[src/rtl/atan_ratio_div.sv]
// First-octant reduction of a signed (x, y) vector followed by a restoring divider
// that produces the unsigned Q0.Q_W ratio min/max for the polynomial atan stage.
module atan_ratio_div #(
    parameter int IN_W = 16,
    parameter int Q_W  = 8
) (
    input  logic            clk,
    input  logic            rst,
    input  logic            val_i,
    output logic            rdy_o,
    input  logic [IN_W-1:0] x_i,
    input  logic [IN_W-1:0] y_i,
    output logic            val_o,
    output logic [Q_W-1:0]  ratio_o,
    output logic [2:0]      oct_o,
    output logic            zero_o
);
    localparam int CNT_W = (Q_W > 1) ? $clog2(Q_W) : 1;

    typedef enum logic [1:0] {IDLE, PREP, DIV, DONE} state_t;

    state_t           r_state, w_next;
    logic [IN_W-1:0]  r_x, r_y, r_max;
    logic [IN_W:0]    r_rem;
    logic [Q_W-1:0]   r_q;
    logic [CNT_W-1:0] r_cnt;
    logic             r_xneg, r_yneg, r_swap, r_zero;
    logic             r_val, r_zero_o;
    logic [Q_W-1:0]   r_ratio;
    logic [2:0]       r_oct;

    logic [IN_W-1:0]  w_ax, w_ay, w_max, w_min;
    logic             w_swap, w_ge;
    logic [IN_W:0]    w_rem2, w_rem_nx;
    logic [Q_W-1:0]   w_q_nx;

    // Unsigned negate keeps the most negative input representable as 2^(IN_W-1).
    assign w_ax   = r_x[IN_W-1] ? (~r_x + IN_W'(1)) : r_x;
    assign w_ay   = r_y[IN_W-1] ? (~r_y + IN_W'(1)) : r_y;
    assign w_swap = (w_ay > w_ax);
    assign w_max  = w_swap ? w_ay : w_ax;
    assign w_min  = w_swap ? w_ax : w_ay;

    // rem never exceeds max, so the doubled value always fits in IN_W+1 bits.
    assign w_rem2   = {r_rem[IN_W-1:0], 1'b0};
    assign w_ge     = (w_rem2 >= {1'b0, r_max});
    assign w_rem_nx = w_ge ? (w_rem2 - {1'b0, r_max}) : w_rem2;
    assign w_q_nx   = r_q | (Q_W'(w_ge) << r_cnt);

    always_comb begin
        w_next = r_state;
        rdy_o  = 1'b0;
        case (r_state)
            IDLE: begin
                rdy_o = ~rst;
                if (val_i) w_next = PREP;
            end
            PREP:    w_next = DIV;
            DIV:     if (r_cnt == '0) w_next = DONE;
            DONE:    w_next = IDLE;
            default: w_next = IDLE;
        endcase
    end

    always_ff @(posedge clk) begin
        if (rst) r_state <= IDLE;
        else     r_state <= w_next;
    end

    always_ff @(posedge clk) begin
        if (rst) begin
            r_x      <= '0;
            r_y      <= '0;
            r_max    <= '0;
            r_rem    <= '0;
            r_q      <= '0;
            r_cnt    <= '0;
            r_xneg   <= 1'b0;
            r_yneg   <= 1'b0;
            r_swap   <= 1'b0;
            r_zero   <= 1'b0;
            r_val    <= 1'b0;
            r_ratio  <= '0;
            r_oct    <= '0;
            r_zero_o <= 1'b0;
        end else begin
            r_val <= 1'b0;
            case (r_state)
                IDLE: begin
                    if (val_i) begin
                        r_x <= x_i;
                        r_y <= y_i;
                    end
                end
                PREP: begin
                    r_xneg <= r_x[IN_W-1];
                    r_yneg <= r_y[IN_W-1];
                    r_swap <= w_swap;
                    r_max  <= w_max;
                    r_zero <= (w_max == '0);
                    r_rem  <= {1'b0, w_min};
                    r_q    <= '0;
                    r_cnt  <= CNT_W'(Q_W - 1);
                end
                DIV: begin
                    r_rem <= w_rem_nx;
                    r_q   <= w_q_nx;
                    r_cnt <= r_cnt - 1'b1;
                    // Results are latched on the last quotient bit so they are valid during DONE.
                    if (r_cnt == '0) begin
                        r_val    <= 1'b1;
                        r_ratio  <= r_zero ? '0 : w_q_nx;
                        r_oct    <= {r_xneg, r_yneg, r_swap};
                        r_zero_o <= r_zero;
                    end
                end
                default: ;
            endcase
        end
    end

    assign val_o   = r_val;
    assign ratio_o = r_ratio;
    assign oct_o   = r_oct;
    assign zero_o  = r_zero_o;
endmodule

[config.mk]
export PLATFORM = sky130hd
export DESIGN_NAME = atan_ratio_div
export DESIGN_NICKNAME = d
export VERILOG_FILES = /design/src/rtl/atan_ratio_div.sv
export SDC_FILE = /design/constraint.sdc
export NUM_CORES = 1
export LEC_CHECK = 0
export BUFFER_PORTS_ARGS = -buffer_cell sky130_fd_sc_hd__clkbuf_2
export CAP_MARGIN = 15
export CORE_UTILIZATION = 45
export DETAILED_ROUTE_END_ITERATION = 16
export PLACE_DENSITY_LB_ADDON = 0.08
export SYNTH_ARGS = -nofsm -noshare
export SYNTH_HDL_FRONTEND = slang
export SYNTH_SLANG_ARGS = --single-unit
[constraint.sdc]
create_clock -name clk -period 12.8 [get_ports clk]
set_input_delay 1.28 -clock clk [delete_from_list [all_inputs] [get_ports clk]]
set_output_delay 1.28 -clock clk [all_outputs]
set_load 0.01 [all_outputs]
==> results.json, run 1 <==
{
  "setup_tns_ps": 0,
  "max_clock_freq_ghz": 0.199,
  "rows": 41,
  "post_cts_buffers": 0,
  "die-area_mm2": 0.0133,
  "nets": 823,
  "endpoint_kind": "flop",
  "synth_cell_type_count": 62,
  "drc": 0,
  "clock-root-buffer": "clkbuf_16",
  "clock_path_buffers": 2,
  "synth.avg_cell_area_um2": 8.02,
  "period_share_pct": 39.2,
  "synthFlopType": "dfxtp_1",
  "p_per_area_mw_per_mm2": 317,
  "ios": 49,
  "track_usage_pct": 23.6,
  "p_leak_nw": 2.73,
  "n_antenna_cell": 0,
  "required_ps": 13090,
  "wire_per_inst_um": 16.1,
  "critPathArrivalTime_ps": 5300,
  "synth_compound_area_share_pct": 19.6,
  "final_util_pct": 51.6,
  "drt-total-wl_um": 14900,
  "overflow": 0,
  "drive_gt1_share_pct": 10.6,
  "worstSetupStartpointType": "flop",
  "worst_slew_pin_slew_ps": 1040,
  "die_x_um": 115,
  "routabilityCongestion": 0.902,
  "maxSlewViolCount": 0,
  "chipHeight_um": 115,
  "hold_violations": 0,
  "rsz0062_at_grt": "no",
  "hold_start": "r_q[4]$_SDFFE_PP0P_",
  "hpwl_um": 11400,
  "grt_max_degree": 72,
  "core_mm2": 0.0126,
  "drt_iter0_markers": 245,
  "crit_type": "reg2reg",
  "hold_buffers": 0,
  "start_util_pct": 46.0,
  "synth_xor_xnor_area_share_pct": 5.30,
  "synth_fa_ha_area_share_pct": 9.00,
  "areaGrowthSynthToFinish_pct": 12.1,
  "num_vias": 5111,
  "critPathMaxFanout": 24,
  "cp_slowest_cell": "o21a_1",
  "synth_mux_area_share_pct": 8.54,
  "cp_top_family": "compound AO/OA/AOI/OAI gates",
  "regToRegEndpoint": "r_zero$_SDFFE_PP0N_",
  "synth_top_family_by_area": "simple AND/OR/NAND/NOR gates",
  "detail_route.vias_per_cell": 5.53,
  "setup_viol": 0,
  "dr.pass1.iters": 4,
  "synth_edf_count": 0,
  "grt_pass1_wl_um": 24300,
  "min_path_cells": 2,
  "syn_area_mm2": 0.00579,
  "antenna_found_initial": 0,
  "worst_hold_path_type": "reg2reg",
  "fin_worst_skew_ps": 12.2,
  "portBuffers": 48,
  "status": "finished, final reports clean",
  "clk_latency_ps": 360,
  "r2r-start": "r_y[2]$_SDFFE_PP0P_",
  "crit_chain": "or3_1 -> or2_2 -> o41ai_1 -> xor2_1 -> inv_1 -> ha_1 -> nand4_1 -> or4_1 -> o221ai_1 -> o21a_1 -> mux2_2 -> a211o_1 -> a21oi_2",
  "drv_cap": 0,
  "cts_num_sinks": 94,
  "finalCriticalPeriod_ps": 5020,
  "ff2ff_path_depth": 13,
  "clkTransAtPathRegs_ps": 80,
  "reg2reg_setup_slack_ps": 7780,
  "cts_tree": "done",
  "max_slew_margin_pct": 30.6,
  "crit_buf_inv": 1,
  "ant_nets": 0,
  "ys_seq_area_share_pct": 32.5,
  "cts_buffers": 9,
  "hold_end": "r_q[4]$_SDFFE_PP0P_",
  "syn_nets": 797,
  "synthSimpleGateAreaFrac_pct": 19.7,
  "htree_levels": 3,
  "vdd_ir_drop_max_mv": 0.124,
  "ys_warn_count": 0,
  "cpPeakStageDelay_ps": 860,
  "synthArstFlopShare_pct": 0,
  "grt_pass1_vias": 4813,
  "syn_inst": 721,
  "ctsResizeCount": 0,
  "ys_ff_latch": 94
}
-- layer usage --
metal | part of all wire (%) | track usage, % | up-vias
met2 | 46 | 38.0 | 95
li1 | - | - | 2601
met4 | 2.8 | 9.78 | 0
met5 | 0 | 0 | -
met3 | 3.1 | 4.32 | 27
met1 | 48 | 30.8 | 2388
-- layout make-up --
class	count	area, um^2
Fill cell	1209	6080
Multi-Input combinational cell	545	3610
Sequential cell	94	1880
Timing Repair Buffer	52	270
Clock buffer	9	225
Tap cell	172	215
Inverter	45	169
Clock inverter	7	114
-- tightest hold or removal path: cells and delay by family (launching register included) --
| kind | cells | cell delay [ps] |
|---|---|---|
| DFF | 1 | 330 |
| AOI/OAI and AO/OA | 1 | 50 |
| and+or+nand+nor | 1 | 40 |
-- cells in the mapped netlist, drive strengths merged, types with 10 or more instances --
cell type / count / share of area (%)
a22oi: 12 / 1.6
dfxtp: 94 / 33
nand2: 108 / 7.0
mux2i: 46 / 8.0
ha: 40 / 8.7
nor2b: 10 / 1.1
xnor2: 13 / 2.0
clkbuf: 31 / 2.0
inv: 45 / 2.9
nor3: 11 / 0.95
o31ai: 10 / 1.3
o21ai: 40 / 3.5
xor2: 22 / 3.3
nor2: 48 / 3.1
a21oi: 65 / 5.7
-- cell usage in the layout (no fill, tap or decap), drive strengths merged, types with 10 or more instances in the layout --
cell,instances
mux2i,46
a22oi,12
dfxtp,94
o21ai,40
inv,48
xnor2,13
nor2b,10
ha,40
nor2,48
clkbuf,57
a21oi,65
o31ai,10
xor2,22
nor3,11
nand2,108
-- registers in the layout (all words and copies together), names as in the netlist, 2 cells and up --
signal,flops
oct_o,3
r_cnt,3
r_max,16
r_q,8
r_rem,16
r_state,2
r_x,16
r_y,16
ratio_o,8
-- where the power goes --
part | switching (W) | internal, W | total, W
Clock | 0.000126 | 0.000176 | 0.000302
Sequential | 0.0000657 | 0.000359 | 0.000425
Combinational | 0.000791 | 0.000540 | 0.00133
-- kinds of logic after synthesis --
family          count (synthesis)
simple gates                  241
buf+inv                        82
fa+ha+maj                      41
mux                            49
compound gates                179
flops                          94
xor+xnor                       35
-- metrics by stage --
stage | hold WS (ps) | instance area, um^2 | worst slack (ps) | total power (W) | instances
finish | 456 | 6490 | 7780 | 0.00206 | 924
global route | 491 | 6490 | 7600 | 0.00223 | 924
CTS | 461 | 6490 | 7820 | 0.00207 | 924
detailed placement | 443 | 6150 | 7850 | 0.00175 | 908
global placement | 437 | 6150 | 7990 | 0.00173 | 908
floorplan | 425 | 5790 | 8480 | 0.00144 | 721
-- worst max-delay path by stage --
stage                   startpoint  slack (ps)  cells after the start                      to
3_3_place_gp   r_y[6]$_SDFFE_PP0P_        7990                     13     r_zero$_SDFFE_PP0N_
4_1_cts        r_y[6]$_SDFFE_PP0P_        7820                     13     r_zero$_SDFFE_PP0N_
2_1_floorplan  r_y[6]$_SDFFE_PP0P_        8480                     15  r_rem[14]$_SDFFE_PP0P_
5_1_grt        r_y[2]$_SDFFE_PP0P_        7600                     13     r_zero$_SDFFE_PP0N_
3_5_place_dp   r_y[6]$_SDFFE_PP0P_        7850                     13     r_zero$_SDFFE_PP0N_
6_report       r_y[2]$_SDFFE_PP0P_        7780                     13     r_zero$_SDFFE_PP0N_
(Power assumes the default switching activity.)
==> run 2: changes to the inputs <==
Settings changed: ABC_AREA from default to 1.
Clock period 12.8 ns to 4.85 ns, I/O delays scaled along.
==> run 2 against run 1 <==
Against the previous run:
- die area rose by 7.3%
- via count is 15% higher
- non-clock buffer count grew 1
- clock skew fell by 7.5 ps
- hold slack got worse by 67 ps
- flip-flop and latch count is the same
- register-to-register slack worse by 6700 ps
- utilization decreased by 0.29 points
- final cell count up 24%
- count of clock-buffer cells in the layout up 1
- highest routed layer unchanged
==> results.json, run 2 <==
{
  "status": "finished, final reports clean",
  "crit_start": "r_y[0]$_SDFFE_PP0P_",
  "hold_violations": 0,
  "required_ps": 5150,
  "syn_inst": 937,
  "overflow": 0,
  "setup_ws_ps": 1120,
  "period_share_pct": 76.9,
  "max_slew_margin_pct": 37.7,
  "start_util_pct": 46.6,
  "synthFlopType": "dfxtp_1",
  "drive_gt1_share_pct": 8.88,
  "num_vias": 5884,
  "synthArstFlopShare_pct": 0,
  "max_clock_freq_ghz": 0.268,
  "syn_area_mm2": 0.00622,
  "ys_warn_count": 0,
  "drt_iter0_markers": 420,
  "synth_cell_type_count": 44,
  "areaGrowthSynthToFinish_pct": 10.2,
  "synth.avg_cell_area_um2": 6.64,
  "wire_per_inst_um": 13.9,
  "core_mm2": 0.0133,
  "drc": 0,
  "nets": 1039,
  "regToRegEndpoint": "r_zero$_SDFFE_PP0N_",
  "holdWs_ps": 389,
  "reg2reg_setup_slack_ps": 1120,
  "htree_levels": 3,
  "clock_path_buffers": 2,
  "final_common_cell": "nand2_1",
  "grt_max_degree": 64,
  "final_cell_mix": "197 x nand2_1, 137 x inv_1, 96 x a21oi_1",
  "clkTransAtPathRegs_ps": 70,
  "clock-root-buffer": "clkbuf_16",
  "synth_edf_count": 0,
  "hold_buffers": 0,
  "r2r-start": "r_y[0]$_SDFFE_PP0P_",
  "drt-total-wl_um": 15900,
  "portBuffers": 48,
  "min_path_cells": 3,
  "synth_area_leaders": "dfxtp_1 30%, nand2_1 12%, inv_1 8.3%",
  "n_antenna_cell": 0,
  "dr.pass1.iters": 5,
  "critPathArrivalTime_ps": 4020,
  "dpl.cell_count": 1127,
  "rows": 42,
  "hold_end": "r_x[8]$_SDFFE_PP0P_",
  "post_cts_buffers": 0,
  "critPathMaxFanout": 40,
  "grt_pass1_wl_um": 26500,
  "hold_start": "x_i[8]",
  "die-area_mm2": 0.0143,
  "worstSetupStartpointType": "flop",
  "grt_pass1_vias": 5218,
  "fin_cells": 1144,
  "setup_tns_ps": 0,
  "synth.top_cells.by_count": "198 x nand2_1, 137 x inv_1, 96 x a21oi_1, 94 x dfxtp_1, 81 x o21ai_0",
  "worst_hold_path_type": "in2reg",
  "maxSlewViolCount": 0,
  "die_x_um": 120,
  "worst_slew_pin_slew_ps": 931,
  "cts_tree": "done",
  "ff2ff_path_depth": 22,
  "clk_latency_ps": 360,
  "syn_nets": 1013,
  "ys_seq_area_share_pct": 30.3,
  "drv_cap": 0,
  "fin_worst_skew_ps": 4.70,
  "ant_nets": 0,
  "yosys.area.top_type": "dfxtp_1",
  "synth_most_common_cell": "nand2_1",
  "pre_cts_slack_ps": 1160,
  "crit_type": "reg2reg",
  "setup_viol": 0,
  "ios": 49,
  "finalCriticalPeriod_ps": 3730,
  "detail_route.vias_per_cell": 5.14,
  "track_usage_pct": 23.7,
  "endpoint_kind": "flop",
  "routabilityCongestion": 0.898,
  "ctsResizeCount": 0,
  "cts_num_sinks": 94,
  "post-synth-top-area-fraction_pct": 30.3,
  "hpwl_um": 11900,
  "rsz0062_at_grt": "no",
  "chipHeight_um": 120,
  "antenna_found_initial": 0,
  "ys_ff_latch": 94,
  "cts_buffers": 9
}
## run 2: cell families after synthesis
group	after synthesis	synth area share (%)
buf+inv	176	11.5
xor+xnor	29	4.09
fa+ha+maj	41	8.37
simple gates	370	25.6
compound gates	227	20.2
flops	94	30.3
## run 2: area by class of cell
| class | instances | area [um^2] |
|---|---|---|
| Clock inverter | 6 | 70.1 |
| Fill cell | 1409 | 6500 |
| Multi-Input combinational cell | 667 | 3620 |
| Inverter | 138 | 518 |
| Tap cell | 176 | 220 |
| Timing Repair Buffer | 53 | 298 |
| Sequential cell | 94 | 1880 |
| Clock buffer | 10 | 239 |
## run 2: how the worst max path moves through the flow
stage,end,slack (ps),depth (start not counted)
2_1_floorplan,r_rem[0]$_SDFFE_PP0P_,2030,21
6_report,r_zero$_SDFFE_PP0N_,1120,22
5_1_grt,r_zero$_SDFFE_PP0N_,690,23
3_5_place_dp,r_zero$_SDFFE_PP0N_,1160,23
3_3_place_gp,r_zero$_SDFFE_PP0N_,1170,23
4_1_cts,r_zero$_SDFFE_PP0N_,1130,23
## run 2: per-layer routing
metal | GRT usage [%] | part of all wire (%) | vias up
met5 | 0 | 0 | -
met4 | 5.70 | 1.3 | 0
met3 | 5.94 | 5.1 | 15
met2 | 37.5 | 45 | 119
met1 | 32.1 | 49 | 2635
li1 | - | - | 3115
## run 2: per-stage QoR
step / cell area, um^2 / util, %
global placement: 6520 / 48.8
finish: 6850 / 51.3
floorplan: 6220 / -
CTS: 6820 / 51.1
global route: 6850 / 51.3
detailed placement: 6520 / 48.8
## run 2: worst max-delay path: stages (launching register included)
cell	delay, ps
dfxtp_1	300
inv_1	220
ha_1	250
nand3_1	110
nor2_1	190
nand2_1	70
nand2_1	150
nand2_1	70
nand2_1	60
nand2_1	150
ha_1	320
nand2_1	110
nor3_4	280
nand4_4	200
nand2_4	380
inv_2	230
nand2_1	100
nand2_1	60
nor2_1	100
nand3_1	80
nor2_1	110
nor2_1	50
nor2_1	70
Power of run 2 is left out: the tool's default activity adds up to more than one toggle a clock period on the data nets, which glitch-free logic cannot reach.
